`src/rtl/paging_unit.sv`:
```
// Two-level 4 KiB paging: fully-associative TLB in front of a PDE/PTE walker
// that sets accessed/dirty bits and reports faults with an error code and CR2.
module paging_unit #(
    parameter int TLB_ENTRIES     = 8,
    parameter int TLB_INDEX_WIDTH = $clog2(TLB_ENTRIES)
) (
    input  logic        clock,
    input  logic        reset_n,
    input  logic        paging_enable,
    input  logic [19:0] page_directory_base,
    input  logic        tlb_flush,
    input  logic        request_valid,
    output logic        request_ready,
    input  logic [31:0] linear_address,
    input  logic        read_write_n,
    input  logic        user_mode,
    output logic        response_valid,
    output logic [31:0] physical_address,
    output logic        page_fault,
    output logic [2:0]  fault_error_code,
    output logic [31:0] fault_linear_address,
    output logic        mem_read_valid,
    input  logic        mem_read_ready,
    output logic [31:0] mem_read_address,
    input  logic        mem_read_data_valid,
    input  logic [31:0] mem_read_data,
    output logic        mem_write_valid,
    input  logic        mem_write_ready,
    output logic [31:0] mem_write_address,
    output logic [31:0] mem_write_data
);

    typedef enum logic [3:0] {
        IDLE, LOOKUP, PDE_READ, PDE_WAIT, PDE_UPDATE,
        PTE_READ, PTE_WAIT, PTE_UPDATE, RESPOND
    } state_t;

    state_t      state_q;
    logic        request_ready_q, response_valid_q, page_fault_q;
    logic [31:0] physical_address_q, fault_linear_address_q;
    logic [2:0]  fault_error_code_q;
    logic        mem_read_valid_q, mem_write_valid_q;
    logic [31:0] mem_read_address_q, mem_write_address_q, mem_write_data_q;

    logic [31:0] lin_q;
    logic        read_q, user_q, suppress_q;
    logic [19:0] pde_base_q, pte_ppn_q;
    logic        pde_u_q, pde_rw_q, pte_u_q, pte_rw_q, pte_d_q;

    logic [TLB_ENTRIES-1:0]     tlb_valid_q, tlb_user_q, tlb_wr_q, tlb_dirty_q;
    logic [19:0]                tlb_vpn_q [TLB_ENTRIES];
    logic [19:0]                tlb_ppn_q [TLB_ENTRIES];
    logic [TLB_INDEX_WIDTH-1:0] repl_q;

    function automatic logic perm_ok(input logic um, input logic wr,
                                     input logic u, input logic w);
        return !um || (u && (!wr || w));
    endfunction

    logic                       hit_any;
    logic [TLB_INDEX_WIDTH-1:0] hit_idx;

    always_comb begin
        hit_any = 1'b0;
        hit_idx = '0;
        for (int i = 0; i < TLB_ENTRIES; i++) begin
            if (tlb_valid_q[i] && tlb_vpn_q[i] == lin_q[31:12]) begin
                hit_any = 1'b1;
                hit_idx = TLB_INDEX_WIDTH'(i);
            end
        end
    end

    logic [31:0] pte_new;
    logic        pte_perm, hit_perm;
    logic        fault_now, fault_p, done_now;
    logic [31:0] done_pa;
    logic        fill_en, fill_u, fill_w, fill_d;
    logic [19:0] fill_ppn;

    always_comb begin
        pte_new  = mem_read_data | 32'h20 | (read_q ? 32'h0 : 32'h40);
        pte_perm = perm_ok(user_q, !read_q, pde_u_q & mem_read_data[2],
                           pde_rw_q & mem_read_data[1]);
        hit_perm = perm_ok(user_q, !read_q, tlb_user_q[hit_idx], tlb_wr_q[hit_idx]);
        fault_now = 1'b0;
        fault_p   = 1'b0;
        done_now  = 1'b0;
        done_pa   = {tlb_ppn_q[hit_idx], lin_q[11:0]};
        fill_en   = 1'b0;
        fill_ppn  = mem_read_data[31:12];
        fill_u    = pde_u_q & mem_read_data[2];
        fill_w    = pde_rw_q & mem_read_data[1];
        fill_d    = mem_read_data[6];
        case (state_q)
            LOOKUP: begin
                // a write to a clean entry falls through to the walk so D gets set
                if (hit_any && !hit_perm) begin
                    fault_now = 1'b1;
                    fault_p   = 1'b1;
                end else if (hit_any && (read_q || tlb_dirty_q[hit_idx])) begin
                    done_now = 1'b1;
                end
            end
            PDE_WAIT: fault_now = mem_read_data_valid && !mem_read_data[0];
            PTE_WAIT: begin
                if (mem_read_data_valid) begin
                    if (!mem_read_data[0] || !pte_perm) begin
                        fault_now = 1'b1;
                        fault_p   = mem_read_data[0];
                    end else if (pte_new == mem_read_data) begin
                        done_now = 1'b1;
                        fill_en  = 1'b1;
                        done_pa  = {mem_read_data[31:12], lin_q[11:0]};
                    end
                end
            end
            PTE_UPDATE: begin
                if (mem_write_ready) begin
                    done_now = 1'b1;
                    fill_en  = 1'b1;
                    done_pa  = {pte_ppn_q, lin_q[11:0]};
                    fill_ppn = pte_ppn_q;
                    fill_u   = pde_u_q & pte_u_q;
                    fill_w   = pde_rw_q & pte_rw_q;
                    fill_d   = pte_d_q;
                end
            end
            default: ;
        endcase
        fill_en = fill_en && !suppress_q && !tlb_flush;
    end

    // Fill reuses a matching entry (dirty upgrade) so the VPN never appears twice.
    always_ff @(posedge clock or negedge reset_n) begin
        if (!reset_n) begin
            tlb_valid_q <= '0;
            tlb_user_q  <= '0;
            tlb_wr_q    <= '0;
            tlb_dirty_q <= '0;
            repl_q      <= '0;
            for (int i = 0; i < TLB_ENTRIES; i++) begin
                tlb_vpn_q[i] <= '0;
                tlb_ppn_q[i] <= '0;
            end
        end else if (tlb_flush) begin
            tlb_valid_q <= '0;
        end else if (fill_en) begin
            if (hit_any) begin
                tlb_ppn_q[hit_idx]   <= fill_ppn;
                tlb_user_q[hit_idx]  <= fill_u;
                tlb_wr_q[hit_idx]    <= fill_w;
                tlb_dirty_q[hit_idx] <= fill_d;
            end else begin
                tlb_valid_q[repl_q] <= 1'b1;
                tlb_vpn_q[repl_q]   <= lin_q[31:12];
                tlb_ppn_q[repl_q]   <= fill_ppn;
                tlb_user_q[repl_q]  <= fill_u;
                tlb_wr_q[repl_q]    <= fill_w;
                tlb_dirty_q[repl_q] <= fill_d;
                repl_q              <= repl_q + 1'b1;
            end
        end
    end

    always_ff @(posedge clock or negedge reset_n) begin
        if (!reset_n) begin
            state_q                <= IDLE;
            request_ready_q        <= 1'b0;
            response_valid_q       <= 1'b0;
            page_fault_q           <= 1'b0;
            physical_address_q     <= '0;
            fault_error_code_q     <= '0;
            fault_linear_address_q <= '0;
            mem_read_valid_q       <= 1'b0;
            mem_read_address_q     <= '0;
            mem_write_valid_q      <= 1'b0;
            mem_write_address_q    <= '0;
            mem_write_data_q       <= '0;
            lin_q                  <= '0;
            read_q                 <= 1'b0;
            user_q                 <= 1'b0;
            suppress_q             <= 1'b0;
            pde_base_q             <= '0;
            pde_u_q                <= 1'b0;
            pde_rw_q               <= 1'b0;
            pte_ppn_q              <= '0;
            pte_u_q                <= 1'b0;
            pte_rw_q               <= 1'b0;
            pte_d_q                <= 1'b0;
        end else begin
            // a flush mid-walk means the walked entry may be stale: keep it out of the TLB
            if (tlb_flush && state_q != IDLE) suppress_q <= 1'b1;
            case (state_q)
                IDLE: begin
                    request_ready_q <= 1'b1;
                    if (request_valid && request_ready_q) begin
                        request_ready_q <= 1'b0;
                        lin_q           <= linear_address;
                        read_q          <= read_write_n;
                        user_q          <= user_mode;
                        suppress_q      <= 1'b0;
                        if (!paging_enable) begin
                            response_valid_q   <= 1'b1;
                            page_fault_q       <= 1'b0;
                            physical_address_q <= linear_address;
                            state_q            <= RESPOND;
                        end else begin
                            state_q <= LOOKUP;
                        end
                    end
                end
                LOOKUP: begin
                    if (!fault_now && !done_now) begin
                        mem_read_valid_q   <= 1'b1;
                        mem_read_address_q <= {page_directory_base, lin_q[31:22], 2'b00};
                        state_q            <= PDE_READ;
                    end
                end
                PDE_READ: begin
                    if (mem_read_ready) begin
                        mem_read_valid_q <= 1'b0;
                        state_q          <= PDE_WAIT;
                    end
                end
                PDE_WAIT: begin
                    if (mem_read_data_valid && mem_read_data[0]) begin
                        pde_base_q <= mem_read_data[31:12];
                        pde_u_q    <= mem_read_data[2];
                        pde_rw_q   <= mem_read_data[1];
                        if (!mem_read_data[5]) begin
                            mem_write_valid_q   <= 1'b1;
                            mem_write_address_q <= mem_read_address_q;
                            mem_write_data_q    <= mem_read_data | 32'h20;
                            state_q             <= PDE_UPDATE;
                        end else begin
                            mem_read_valid_q   <= 1'b1;
                            mem_read_address_q <= {mem_read_data[31:12], lin_q[21:12], 2'b00};
                            state_q            <= PTE_READ;
                        end
                    end
                end
                PDE_UPDATE: begin
                    if (mem_write_ready) begin
                        mem_write_valid_q  <= 1'b0;
                        mem_read_valid_q   <= 1'b1;
                        mem_read_address_q <= {pde_base_q, lin_q[21:12], 2'b00};
                        state_q            <= PTE_READ;
                    end
                end
                PTE_READ: begin
                    if (mem_read_ready) begin
                        mem_read_valid_q <= 1'b0;
                        state_q          <= PTE_WAIT;
                    end
                end
                PTE_WAIT: begin
                    if (mem_read_data_valid && mem_read_data[0] && pte_perm
                        && pte_new != mem_read_data) begin
                        pte_ppn_q           <= pte_new[31:12];
                        pte_u_q             <= pte_new[2];
                        pte_rw_q            <= pte_new[1];
                        pte_d_q             <= pte_new[6];
                        mem_write_valid_q   <= 1'b1;
                        mem_write_address_q <= mem_read_address_q;
                        mem_write_data_q    <= pte_new;
                        state_q             <= PTE_UPDATE;
                    end
                end
                PTE_UPDATE: if (mem_write_ready) mem_write_valid_q <= 1'b0;
                RESPOND: begin
                    response_valid_q   <= 1'b0;
                    page_fault_q       <= 1'b0;
                    physical_address_q <= '0;
                    request_ready_q    <= 1'b1;
                    state_q            <= IDLE;
                end
                default: state_q <= IDLE;
            endcase
            if (fault_now) begin
                response_valid_q       <= 1'b1;
                page_fault_q           <= 1'b1;
                physical_address_q     <= '0;
                fault_error_code_q     <= {user_q, ~read_q, fault_p};
                fault_linear_address_q <= lin_q;
                state_q                <= RESPOND;
            end else if (done_now) begin
                response_valid_q   <= 1'b1;
                page_fault_q       <= 1'b0;
                physical_address_q <= done_pa;
                state_q            <= RESPOND;
            end
        end
    end

    assign request_ready        = request_ready_q;
    assign response_valid       = response_valid_q;
    assign physical_address     = physical_address_q;
    assign page_fault           = page_fault_q;
    assign fault_error_code     = fault_error_code_q;
    assign fault_linear_address = fault_linear_address_q;
    assign mem_read_valid       = mem_read_valid_q;
    assign mem_read_address     = mem_read_address_q;
    assign mem_write_valid      = mem_write_valid_q;
    assign mem_write_address    = mem_write_address_q;
    assign mem_write_data       = mem_write_data_q;

endmodule

```
`config.mk`:
```
export PLATFORM = sky130hd
export DESIGN_NAME = paging_unit
export DESIGN_NICKNAME = d
export VERILOG_FILES = /design/src/rtl/paging_unit.sv
export SDC_FILE = /design/constraint.sdc
export NUM_CORES = 1
export LEC_CHECK = 0
export BUFFER_PORTS_ARGS = -buffer_cell sky130_fd_sc_hd__buf_4
export CAP_MARGIN = 40
export CELL_PAD_IN_SITES_DETAIL_PLACEMENT = 1
export CELL_PAD_IN_SITES_GLOBAL_PLACEMENT = 1
export CORE_UTILIZATION = 41
export DETAILED_ROUTE_END_ITERATION = 8
export MAX_ROUTING_LAYER = met4
export PLACE_DENSITY = 0.7
export SLEW_MARGIN = 40
export SYNTH_ARGS = -nofsm -noshare
export SYNTH_HDL_FRONTEND = slang
export SYNTH_SLANG_ARGS = --single-unit
export TNS_END_PERCENT = 30
```
`constraint.sdc`:
```
create_clock -name clock -period 4.7 [get_ports clock]
set_clock_uncertainty 0.2 [all_clocks]
set_input_delay 0.47 -clock clock [delete_from_list [all_inputs] [get_ports clock]]
set_output_delay 0.47 -clock clock [all_outputs]
set_load 0.01 [all_outputs]
```
==> flow_summary.yaml <==
outcome:
  status: "finished clean"
clocking:
  numClockSinks: 603
  tritoncts: "yes"
  clockRootBuffer: "clkbuf_16"
  insertion_delay_ns: 0.62
  cts_buffer_depth: 3
  clkTransAtPathRegs_ns: 0.06
  htree_levels: 3
  cts_buffers: 68
timing:
  drv_slew: 0
  fin_ws_ns: 0.166
  finalCritPeriodShare_pct: 96.5
  fmax_mhz: 221
  slew_headroom_pct: 48.4
  fin_crit_ns: 4.53
  worst_pin_slew_ns: 0.768
  setup_violations: 0
  hold_violations: 0
floorplan:
  core_area_sq_um: 68500
  fp.dieH_um: 265
  ios: 262
  initial_core_util_pct: 41.4
  die_w_um: 265
  placementRows: 96
  fp.dieArea_sq_um: 70200
synth:
  ys.flop_type: "dfrtp_1"
  avgSynthCellArea_sq_um: 11.3
  yosys_warnings: 0
  yosysUniqueCellTypes: 78
  syn-cell-area_sq_um: 28400
  netlist_instances: 2504
  seq_area_frac_synth_pct: 53.2
  synth-async-reset-ratio_pct: 100
  ys_ff_latch: 603
  synth_edf_count: 0
setup_path:
  endpoint_kind: "flip-flop"
  cp_max_fo: 26
  r2r_setup_slack_ns: 0.17
  worstRegToRegCells: 14
  r2r_end: "physical_address[18]"
  crit_required_ns: 5.01
  start_kind: "flip-flop"
  r2r_start: "lin_q[20]"
  crit_type: "reg2reg"
  worstPathArrival_ns: 4.85
  setup.worst_path.end: "physical_address[18]"
  critPathLaunch: "lin_q[20]"
cells_and_area:
  drive_gt1_share_pct: 32.2
  layout.cells.non_filler: 3808
  finalCoreUtilization_pct: 51.2
  areaGrowthSynthToFinish_pct: 23.6
  num-nets-final: 2971
global_routing:
  antenna_found_initial: 3
  grt-ovfl-total: 0
  gr-max-usage-layer: "met2"
  use_met3_pct: 3.67
  grt_max_degree: 106
  grt_pass1_vias: 23966
  grt_usage_pct: 29.1
  grt_pass1_wl_um: 150000
  grtUsageMet2_pct: 49.3
  gr-usage-met1_pct: 35.4
placed_design:
  post-place-cells: 3596
  place_ws_ns: -0.103
  numPortBuffers: 257
  gp_congestion: 0.912
  hpwlAfterDp_um: 67300
routing:
  drt_iter0_drc: 1426
  wl_per_cell_um: 25.9
  vias: 21865
  route.detailed.drc: 0
  drt_wl_total_um: 98800
  vias_per_cell: 5.74
  dr.pass1.iters: 7
  ant_nets: 0
pwr:
  powerDensity_nw_per_um2: 571
  peakVddDrop_mv: 0.375
  p_total_mw: 20.0
  p_leak_nw: 16.0
job:
  drv_cap: 0
worst_hold_path:
  hold_path_class: "in2reg"
==> critical path: stages (launching register included) <==
cell and delay, ns:
dfrtp_2 0.58, buf_4 0.24, xnor2_1 0.33, nand3_1 0.14, or4_1 0.50, nor3_1 0.31, nor2_1 0.20, nand2b_1 0.15
nand2b_1 0.17, o221ai_1 0.21, o311ai_4 0.41, and3_1 0.28, buf_12 0.23, nand2_1 0.23, a31oi_1 0.24
==> flip-flops by register name (all words and copies together) (netlist names), 30 cells and up <==
signal	flops
tlb_ppn_q	160
tlb_vpn_q	160
fault_linear_address	32
lin_q	32
mem_write_data	32
physical_address	32
mem_read_address	30
mem_write_address	30
==> cell type report <==
cell class	instances	area, sq um
fillers	7197	33400
flip-flops and latches	603	15100
multi-input cells	1706	12500
repair buffers	478	4020
clock buffers	100	1980
well taps	882	1100
clock inverters	17	229
inverters	19	71.3
diodes	3	7.51
==> cells by family after synthesis <==
family | after synthesis | synth area share, %
xor+xnor | 162 | 5.00
fa+ha+maj | 1 | 0.0441
other cells | 1 | 0.0132
flops | 603 | 53.2
simple gates | 622 | 9.96
mux | 463 | 18.1
buf+inv | 198 | 3.22
compound gates | 454 | 10.5
==> how the worst min path moves through the flow <==
stage | from | end | slack, ns | cells after the start
after global placement | mem_write_data[5] | mem_write_data[5] | 0.25 | 1
after detailed placement | reset_n | fault_linear_address[25] | 0.23 | 1
after global routing | mem_read_data[19] | pde_base_q[7] | 0.006 | 2
after floorplan | reset_n | fault_error_code[0] | -0.03 | 0
after CTS | mem_read_data[19] | pde_base_q[7] | 0.0006 | 2
final | mem_read_data[24] | pde_base_q[12] | 0.02 | 2
==> synth_stat cells, drive strengths merged, types with 5 or more instances <==
cell,number,area (sq um)
or2,7,43.8
buf,58,388
a22oi,12,110
a32o,8,80.1
a21o,12,90.1
xnor2,146,1280
o221ai,10,87.6
o31ai,8,65.1
a22o,33,289
or4,5,45.0
dfrtp,603,15100
nor2,164,616
inv,19,71.3
xor2,16,140
a221oi,13,151
o22ai,7,43.8
mux2i,69,691
clkbuf,121,454
nand4,55,344
mux2,394,4440
nor3,25,125
nor4,12,96.3
and2,7,43.8
o21a,10,75.1
a21oi,140,716
nand2,265,1000
nand2b,11,68.8
a221o,6,60.1
a31oi,15,109
o21ai,144,724
and3,7,43.8
a211oi,13,110
nand3,43,220
==> routing by layer <==
layer  routed length [um]  part of all wire, %  vias up
li1                     -                    -     9572
met1                40700                   41    11514
met2                50300                   51      553
met3                 3940                  4.0      226
met4                 3850                  3.9        0
met5                    0                    0        -
==> cell usage in the layout (no fill, tap or decap), types with 10 or more instances in the layout <==
| master | netlist | routed |
|---|---|---|
| mux2i_1 | 69 | 69 |
| mux2_2 | 377 | 377 |
| nand3_1 | 42 | 41 |
| inv_1 | 19 | 19 |
| a22o_1 | 33 | 33 |
| clkbuf_1 | 121 | 18 |
| clkbuf_8 | 0 | 12 |
| a31oi_1 | 14 | 14 |
| mux2_1 | 17 | 17 |
| clkbuf_16 | 0 | 70 |
| buf_12 | 0 | 14 |
| o21a_1 | 10 | 10 |
| a21oi_1 | 136 | 135 |
| o221ai_1 | 10 | 10 |
| nand4_1 | 55 | 55 |
| nor2_1 | 164 | 162 |
| o21ai_0 | 137 | 137 |
| xnor2_1 | 146 | 143 |
| xor2_1 | 16 | 16 |
| dlygate4sd3_1 | 0 | 81 |
| nand2_1 | 263 | 262 |
| dfrtp_1 | 603 | 595 |
| a211oi_1 | 12 | 12 |
| nand2b_1 | 11 | 11 |
| a21o_1 | 12 | 12 |
| buf_4 | 17 | 376 |
| nor3_1 | 25 | 22 |
==> metrics by stage <==
step / hold WS [ns] / cell area, sq um / setup TNS [ns]
after global placement: 0.251 / 31800 / -0.0751
final: 0.0195 / 35100 / 0
after detailed placement: 0.234 / 31900 / -0.135
after CTS: 0.000605 / 34900 / 0
after global routing: 0.00554 / 35100 / -0.00235
after floorplan: -0.0256 / 28400 / 0
==> repair_timing <==
| item | 4_1_cts | 5_1_grt |
|---|---|---|
| pin swaps | 4 | 3 |
| buffers inserted | 5 | 5 |
| setup endpoints to repair | 10 | 70 |
| hold buffers | 81 | 0 |
| cloned | 0 | 0 |
| hold endpoints to repair | 179 | 0 |
| gates resized for setup | 6 | 11 |
==> where the power goes <==
part           internal (mW)  total [mW]  switching, mW
clock network           3.15        5.36           2.21
logic                   3.16        7.00           3.84
registers               6.44        7.65           1.22
(Power assumes the default switching activity.)
